File: config.mk
export PLATFORM = sky130hd
export DESIGN_NAME = fifo_wr_arbiter
export DESIGN_NICKNAME = d
export VERILOG_FILES = /design/src/rtl/fifo_arb_pkg.sv /design/src/rtl/rr_picker.sv /design/src/rtl/fifo_wr_arbiter.sv
export SDC_FILE = /design/constraint.sdc
export NUM_CORES = 1
export LEC_CHECK = 0
export CORE_MARGIN = 1
export CORE_UTILIZATION = 43
export CTS_CLUSTER_DIAMETER = 80
export DETAILED_ROUTE_END_ITERATION = 7
export PLACE_DENSITY = 0.95
export SLEW_MARGIN = 20
export SYNTH_ARGS = -nofsm -noshare
export SYNTH_HDL_FRONTEND = slang
export SYNTH_HIERARCHICAL = 1
export SYNTH_SLANG_ARGS = --single-unit
File: constraint.sdc
create_clock -name clk -period 9.7 [get_ports clk]
set_input_delay 1.94 -clock clk [delete_from_list [all_inputs] [get_ports clk]]
set_output_delay 1.94 -clock clk [all_outputs]
set_load 0.01 [all_outputs]
File: src/rtl/fifo_arb_pkg.sv
// fifo_arb_pkg: shared types and helpers for the FIFO write-port arbiter
package fifo_arb_pkg;

    typedef enum logic {IDLE, BURST} arb_state_t;

    function automatic int id_width(input int n);
        return (n > 1) ? $clog2(n) : 1;
    endfunction

endpackage

File: src/rtl/rr_picker.sv
// rr_picker: combinational round-robin pick, search starts just after last
module rr_picker #(
    parameter int N  = 4,
    parameter int IW = 2
) (
    input  logic [N-1:0]  req,
    input  logic [IW-1:0] last,
    output logic [N-1:0]  gnt,
    output logic [IW-1:0] idx,
    output logic          any
);

    logic [IW-1:0]  start;
    logic [IW-1:0]  k;
    logic [2*N-1:0] dbl;
    logic [N-1:0]   rot;
    logic [IW:0]    sum;

    // rotate so the first candidate sits at bit 0, pick lowest, rotate back
    assign start = (last == IW'(N - 1)) ? '0 : last + IW'(1);
    assign dbl   = {req, req} >> start;
    assign rot   = dbl[N-1:0];

    always_comb begin
        k = '0;
        for (int i = N - 1; i >= 0; i--)
            if (rot[i]) k = IW'(i);
    end

    assign sum = {1'b0, start} + {1'b0, k};
    assign idx = (sum >= (IW + 1)'(N)) ? IW'(sum - (IW + 1)'(N)) : sum[IW-1:0];
    assign any = |req;
    assign gnt = any ? (N'(1) << idx) : '0;

endmodule

File: src/rtl/fifo_wr_arbiter.sv
// fifo_wr_arbiter: round-robin burst arbiter sharing one FIFO write port
module fifo_wr_arbiter
    import fifo_arb_pkg::*;
#(
    parameter int  NUM_REQ   = 4,
    parameter int  WIDTH     = 8,
    parameter int  MAX_BURST = 4,
    localparam int ID_W      = id_width(NUM_REQ),
    localparam int CW        = $clog2(MAX_BURST + 1)
) (
    input  logic                     clk,
    input  logic                     rst,
    input  logic [NUM_REQ-1:0]       req_valid,
    input  logic [NUM_REQ*WIDTH-1:0] req_data,
    output logic [NUM_REQ-1:0]       req_ready,
    input  logic                     fifo_full,
    output logic                     fifo_write,
    output logic [WIDTH-1:0]         fifo_data,
    output logic                     gnt_valid,
    output logic [ID_W-1:0]          gnt_id,
    output logic                     locked
);

    arb_state_t        state;
    logic [ID_W-1:0]   owner;
    logic [ID_W-1:0]   last_owner;
    logic [ID_W-1:0]   pick_id;
    logic [ID_W-1:0]   id;
    logic [CW-1:0]     burst_cnt;
    logic [NUM_REQ-1:0] pick_gnt;
    logic [NUM_REQ-1:0] gnt;
    logic [NUM_REQ-1:0] xfer;
    logic              pick_any;
    logic              lk;
    logic              gv;

    assign lk = (state == BURST) & req_valid[owner];

    // a released burst searches from owner+1 even before last_owner catches up
    rr_picker #(.N(NUM_REQ), .IW(ID_W)) u_pick (
        .req  (req_valid),
        .last (state == BURST ? owner : last_owner),
        .gnt  (pick_gnt),
        .idx  (pick_id),
        .any  (pick_any)
    );

    assign id         = lk ? owner : pick_id;
    assign gv         = ~rst & (lk | pick_any);
    assign gnt        = gv ? (lk ? (NUM_REQ'(1) << owner) : pick_gnt) : '0;
    assign req_ready  = gnt & {NUM_REQ{~fifo_full}};
    assign xfer       = req_valid & req_ready;
    assign fifo_write = |xfer;
    assign fifo_data  = gv ? req_data[id*WIDTH +: WIDTH] : '0;
    assign gnt_valid  = gv;
    assign gnt_id     = gv ? id : '0;
    assign locked     = ~rst & lk;

    always_ff @(posedge clk or posedge rst) begin
        if (rst) begin
            state      <= IDLE;
            owner      <= '0;
            last_owner <= ID_W'(NUM_REQ - 1);
            burst_cnt  <= '0;
        end else if (!fifo_full) begin
            if (lk) begin
                if (burst_cnt == CW'(MAX_BURST - 1)) begin
                    state      <= IDLE;
                    last_owner <= owner;
                    burst_cnt  <= '0;
                end else begin
                    burst_cnt <= burst_cnt + CW'(1);
                end
            end else if (fifo_write && MAX_BURST > 1) begin
                state     <= BURST;
                owner     <= id;
                burst_cnt <= CW'(1);
                if (state == BURST) last_owner <= owner;
            end else begin
                state     <= IDLE;
                burst_cnt <= '0;
                if (state == BURST) last_owner <= owner;
                else if (fifo_write) last_owner <= id;
            end
        end
    end

endmodule
==> flow_summary.json, run 1 <==
{
  "status": "completed",
  "end_kind": "primary output",
  "ys_async_sr_fraction": 1.00,
  "relSlewSlack": 0.426,
  "finalCoreUtilization": 0.727,
  "die_area_sq_um": 2740,
  "grt_max_degree": 18,
  "instances_no_fill": 217,
  "total_power_uw": 618,
  "r2r_slack_ps": 5680,
  "cp-start-kind": "input pin",
  "peakVddDrop_mv": 0.209,
  "die_w_microns": 52.3,
  "path_clk_slew_ps": 70,
  "synth.area.top_cells": "dfrtp_1, a21oi_1, a221oi_1",
  "path_class": "in -> out",
  "wl_met3_microns": 125,
  "initial_core_util": 0.474,
  "hold_depth": 2,
  "antenna_left": 0,
  "fmax_ghz": 0.129,
  "ys_types": 40,
  "tritoncts": "done",
  "gr-total-overflow": 0,
  "synth_top_area_share": 0.138,
  "ctsHoldBuffers": 0,
  "drt-met1-wl_mm": 1.52,
  "leakage_nw": 0.606,
  "r2r_end": "owner[1]",
  "drc": 0,
  "crit_path_max_fanout": 17,
  "mappedNetlistArea_sq_um": 1090,
  "row_count": 17,
  "final.setup.worst_slack_ps": 1950,
  "fin_crit_sh": 0.799,
  "wl_per_cell_microns": 16.3,
  "grt_pass1_vias": 1180,
  "wl_met2_mm": 1.88,
  "cts-root-buf": "clkbuf_4",
  "min_period_ps": 7750,
  "synthToLayoutAreaGrowth_pct": 53.3,
  "yosys.area.top_type": "dfrtp_1",
  "critical_path_required_ps": 7760,
  "worst_slew_pin_slew_ps": 845,
  "top_layer_used": "met4",
  "yosys_warnings": 6,
  "antenna_cells": 0,
  "antenna_found_initial": 0,
  "syn_inst": 134,
  "grt_pass1_wl_mm": 5.24,
  "whs_ps": 491,
  "setup-violations-final": 0,
  "most-common-layout-cells": "clkdlybuf4s50_1, a21oi_1, nand2_1",
  "final_common_cell": "clkdlybuf4s50_1",
  "hold_viol": 0,
  "synth_edf_count": 0,
  "cts_made_buffers": 3,
  "path_common_cell": "a21oi_1",
  "grt_usage": 0.254,
  "hp-start": "burst_cnt[1]",
  "drv_slew": 0,
  "dpl_cell_area_sq_um": 1640,
  "syn-num-nets": 176,
  "place_inst": 213,
  "insertion_delay_ps": 270,
  "io_pins": 56,
  "cts_resized": 0,
  "cts_num_sinks": 8,
  "dp_hpwl_mm": 2.89,
  "slowest_stage": "clkdlybuf4s50_1",
  "fin_skew_ps": 16.5,
  "layout-drive-gt1-share": 0.127,
  "cts_setup_buffers": 0,
  "reg2regPathDepth": 13,
  "max_cap_viol_count": 0,
  "startpoint": "req_valid[3]",
  "vias_per_cell": 6.04,
  "finalSetupTns_ps": 0,
  "worstPathArrival_ps": 5810,
  "layout.nets": 232,
  "fp.coreArea_sq_um": 2300,
  "r2r-start": "owner[0]",
  "min_path_type": "reg -> reg",
  "vias": 1311,
  "cpPeakStageDelay_ps": 700,
  "clock_path_buffers": 2,
  "fillers": 199,
  "place_ws_ps": 2060,
  "port_buffers": 55,
  "die_y_microns": 52.3,
  "fin_area_sq_um": 1670,
  "ys_seq_elements": 8,
  "firstDrtPassIters": 4,
  "postSynthAreaPerCell_sq_um": 8.12,
  "hold_end": "burst_cnt[1]",
  "crit_chain": "clkdlybuf4s50_1 > a21bo_2 > a21oi_1 > a21oi_1 > a21oi_1 > ha_1 > or3_1 > nand2_1 > o21ai_0 > o2bb2ai_2 > a22oi_1 > a21oi_1 > clkdlybuf4s50_1",
  "drt-total-wl_mm": 3.55,
  "rsz0062_at_grt": "false",
  "synthFlopType": "dfrtp_1",
  "cts_max_level": 1,
  "yosysSeqAreaShare": 0.186,
  "drt_iter0_markers": 37,
  "p_per_area_nw_per_um2": 370,
  "globalplace.congestion": 0.811
}
metal layers:
metal / GRT usage / up-vias
li1: - / 639
met3: 0.0203 / 4
met4: 0.0658 / 0
met1: 0.322 / 630
met5: 0 / -
met2: 0.456 / 38
sequential cells by signal, indices dropped and copies added, names as in the netlist:
name	cells
burst_cnt	3
last_owner	2
owner	2
state	1
logic make-up (layout without fill, tap and decap cells):
kind of cell             Yosys count  in the layout  synth area share
AND/OR/NAND/NOR                   46             46             0.221
buffers and inverters              8             63            0.0425
flip-flops                         8              8             0.186
adder cells (fa/ha/maj)            3              3            0.0345
AO/OA/AOI/OAI                     61             61             0.412
multiplexers                       8              8             0.105
worst max-delay path, delay by kind of cell:
| kind | cells | cell delay, ps |
|---|---|---|
| AND/OR/NAND/NOR | 2 | 580 |
| buffers and inverters | 2 | 1270 |
| AO/OA/AOI/OAI | 8 | 1760 |
| adder cells (fa/ha/maj) | 1 | 230 |
cell usage after synthesis (3+ instances only):
| cell type | number |
|---|---|
| nor3_1 | 7 |
| mux2_2 | 3 |
| inv_1 | 4 |
| a221oi_1 | 9 |
| dfrtp_1 | 6 |
| a22oi_1 | 8 |
| o21a_1 | 3 |
| nand2b_1 | 3 |
| ha_1 | 3 |
| nand2_1 | 12 |
| o21ai_0 | 9 |
| or3_1 | 3 |
| nor2_1 | 11 |
| a21oi_1 | 22 |
how the worst max path moves through the flow:
| stage | slack (ps) | end | depth (start not counted) |
|---|---|---|---|
| after floorplan | 3670 | fifo_data[0] | 12 |
| after global placement | 2200 | fifo_data[0] | 13 |
| after detailed placement | 2060 | fifo_data[4] | 13 |
| after CTS | 2040 | fifo_data[4] | 13 |
| after global routing | 1820 | fifo_data[4] | 13 |
| final | 1950 | fifo_data[4] | 13 |
where the power goes:
group          total, mW  internal, mW  switching (mW)
clock network     0.0285        0.0158          0.0127
logic              0.526         0.255           0.271
registers         0.0636        0.0483          0.0153
layout make-up:
class / instances / area, sq um / share of cell area
Clock buffer: 4 / 26.3 / 0.0157
Multi-Input combinational cell: 118 / 840 / 0.503
Tap cell: 28 / 35.0 / 0.0210
Sequential cell: 8 / 203 / 0.121
Timing Repair Buffer: 55 / 551 / 0.330
Inverter: 4 / 15.0 / 0.00900
No activity file was read; power rests on OpenSTA's default activity.
==> run 2: changes to the inputs <==
Settings changed: CORE_UTILIZATION 43 to 36, PLACE_DENSITY 0.95 to 0.88.
Clock period 9.7 ns to 6.4 ns, I/O delays scaled along.
==> run 2 against run 1 <==
  * The run now ends with design-rule violations left
  * Non-clock buffer count grew 1
  * Critical path depth grew 1
  * Die area grew 19%
  * Clock power grew 45%
  * Via count grew 2.4%
  * Register-to-register slack lost 3300 ps
  * Combinational power grew 53%
  * Global-route usage shrank 5.1 points
  * Sequential cell count is the same
  * Largest power group unchanged
==> flow_summary.json, run 2 (synthesized netlist as in run 1, its figures left out) <==
{
  "status": "finished with violations",
  "failed_checks": "design-rule violations",
  "grt_pass1_vias": 1229,
  "vias_per_cell": 6.07,
  "drt-total-wl_mm": 3.37,
  "startpoint": "req_valid[2]",
  "layout.nets": 233,
  "insertion_delay_ps": 250,
  "fillers": 256,
  "tritoncts": "done",
  "finalSetupTns_ps": 0,
  "firstDrtPassIters": 6,
  "port_buffers": 55,
  "reg_top3": "burst_cnt x3, last_owner x2, owner x2",
  "cts_num_sinks": 8,
  "worstPathArrival_ps": 4790,
  "cp-start-kind": "input pin",
  "grt_max_degree": 18,
  "relSlewSlack": 0.457,
  "hp-start": "burst_cnt[2]",
  "use_met3": 0.0181,
  "critical_path_required_ps": 5120,
  "dp_hpwl_mm": 2.67,
  "cts_setup_buffers": 0,
  "cts_resized": 0,
  "final_common_cell": "clkdlybuf4s50_1",
  "regMostFlops": "burst_cnt",
  "most-common-layout-cells": "clkdlybuf4s50_1, a21oi_1, nand2_1",
  "place_inst": 217,
  "layout-drive-gt1-share": 0.132,
  "initial_core_util": 0.388,
  "instances_no_fill": 221,
  "globalRoute.busiestLayer": "met2",
  "end_kind": "primary output",
  "min_period_ps": 6070,
  "die_y_microns": 57.0,
  "hold_viol": 0,
  "drt_iter0_markers": 77,
  "met2_usage": 0.345,
  "cts-root-buf": "clkbuf_4",
  "cts_made_buffers": 3,
  "antenna_cells": 0,
  "seq_area_sq_um": 203,
  "row_count": 19,
  "cts_max_level": 1,
  "peakVddDrop_mv": 0.272,
  "worst_slew_pin_slew_ps": 799,
  "setup-violations-final": 0,
  "largest_reg_flops": 3,
  "r2r-start": "owner[0]",
  "die_area_sq_um": 3250,
  "vias": 1342,
  "antenna_left": 0,
  "synthToLayoutAreaGrowth_pct": 54.4,
  "ctsHoldBuffers": 0,
  "path_clk_slew_ps": 60,
  "rsz0062_at_grt": "false",
  "fin_area_sq_um": 1680,
  "leakage_nw": 0.612,
  "max_cap_viol_count": 0,
  "io_pins": 56,
  "grtUsageMet1": 0.274,
  "grt_pass1_wl_mm": 5.42,
  "multi_input_area_sq_um": 840,
  "fp.coreArea_sq_um": 2810,
  "drc": 4,
  "min_path_type": "reg -> reg",
  "fmax_ghz": 0.165,
  "grt_usage": 0.203,
  "crit_path_max_fanout": 17,
  "die_w_microns": 57.0,
  "antenna_found_initial": 0,
  "fin_crit_sh": 0.949,
  "globalplace.congestion": 0.894,
  "path_class": "in -> out",
  "dpl_cell_area_sq_um": 1650,
  "clock_path_buffers": 2,
  "fin_skew_ps": 8.14,
  "gr-total-overflow": 0,
  "p_per_area_nw_per_um2": 562,
  "wl_per_cell_microns": 15.2,
  "drv_slew": 0
}
run 2: cell types whose count changed in the layout (fill, tap and decap cells not counted), sizes merged:
cell,before,now
buf,0,1
run 2: power by group:
group	switching, mW	internal [mW]
combinational	0.412	0.393
sequential	0.0238	0.0731
clock	0.0175	0.0239
run 2: per-layer routing:
| layer | wire [microns] | up-vias |
|---|---|---|
| met5 | 0 | - |
| met4 | 21 | 0 |
| met3 | 173 | 4 |
| met2 | 1780 | 51 |
| met1 | 1390 | 638 |
| li1 | - | 649 |
run 2: worst max-delay path, cell delays in order:
cell,delay (ps)
clkdlybuf4s50_1,690
and2b_2,270
a21oi_1,140
o21a_1,130
a21oi_1,40
ha_1,240
or3_1,430
nand2_1,180
o21ai_0,140
o2bb2ai_2,130
buf_4,220
a22oi_1,120
a21oi_1,220
clkdlybuf4s50_1,560
run 2: final timing paths:
path	to	slack (ps)	depth (start not counted)
hold reg to reg	burst_cnt[2]	500	1
max in group asynchronous	last_owner[0]	4620	2
hold / removal	burst_cnt[2]	500	1
setup / recovery	fifo_data[0]	330	14
setup reg to reg	owner[0]	2390	13
min in group asynchronous	owner[1]	1470	2
run 2: metrics by stage:
| step | utilization | hold WS (ps) | worst slack [ps] | total power, mW |
|---|---|---|---|---|
| detailed placement | 0.590 | 486 | 372 | 0.893 |
| global route | 0.599 | 523 | 143 | 1.02 |
| finish | 0.599 | 496 | 329 | 0.944 |
| global placement | 0.590 | 460 | 503 | 0.870 |
| CTS | 0.599 | 499 | 355 | 0.938 |
| floorplan | - | 449 | 1690 | 0.615 |
run 2: layout make-up:
class / count / share of cell area
multi-input cells: 118 / 0.500
repair buffers: 56 / 0.332
flip-flops and latches: 8 / 0.121
well taps: 31 / 0.0231
clock buffers: 4 / 0.0156
inverters: 4 / 0.00894
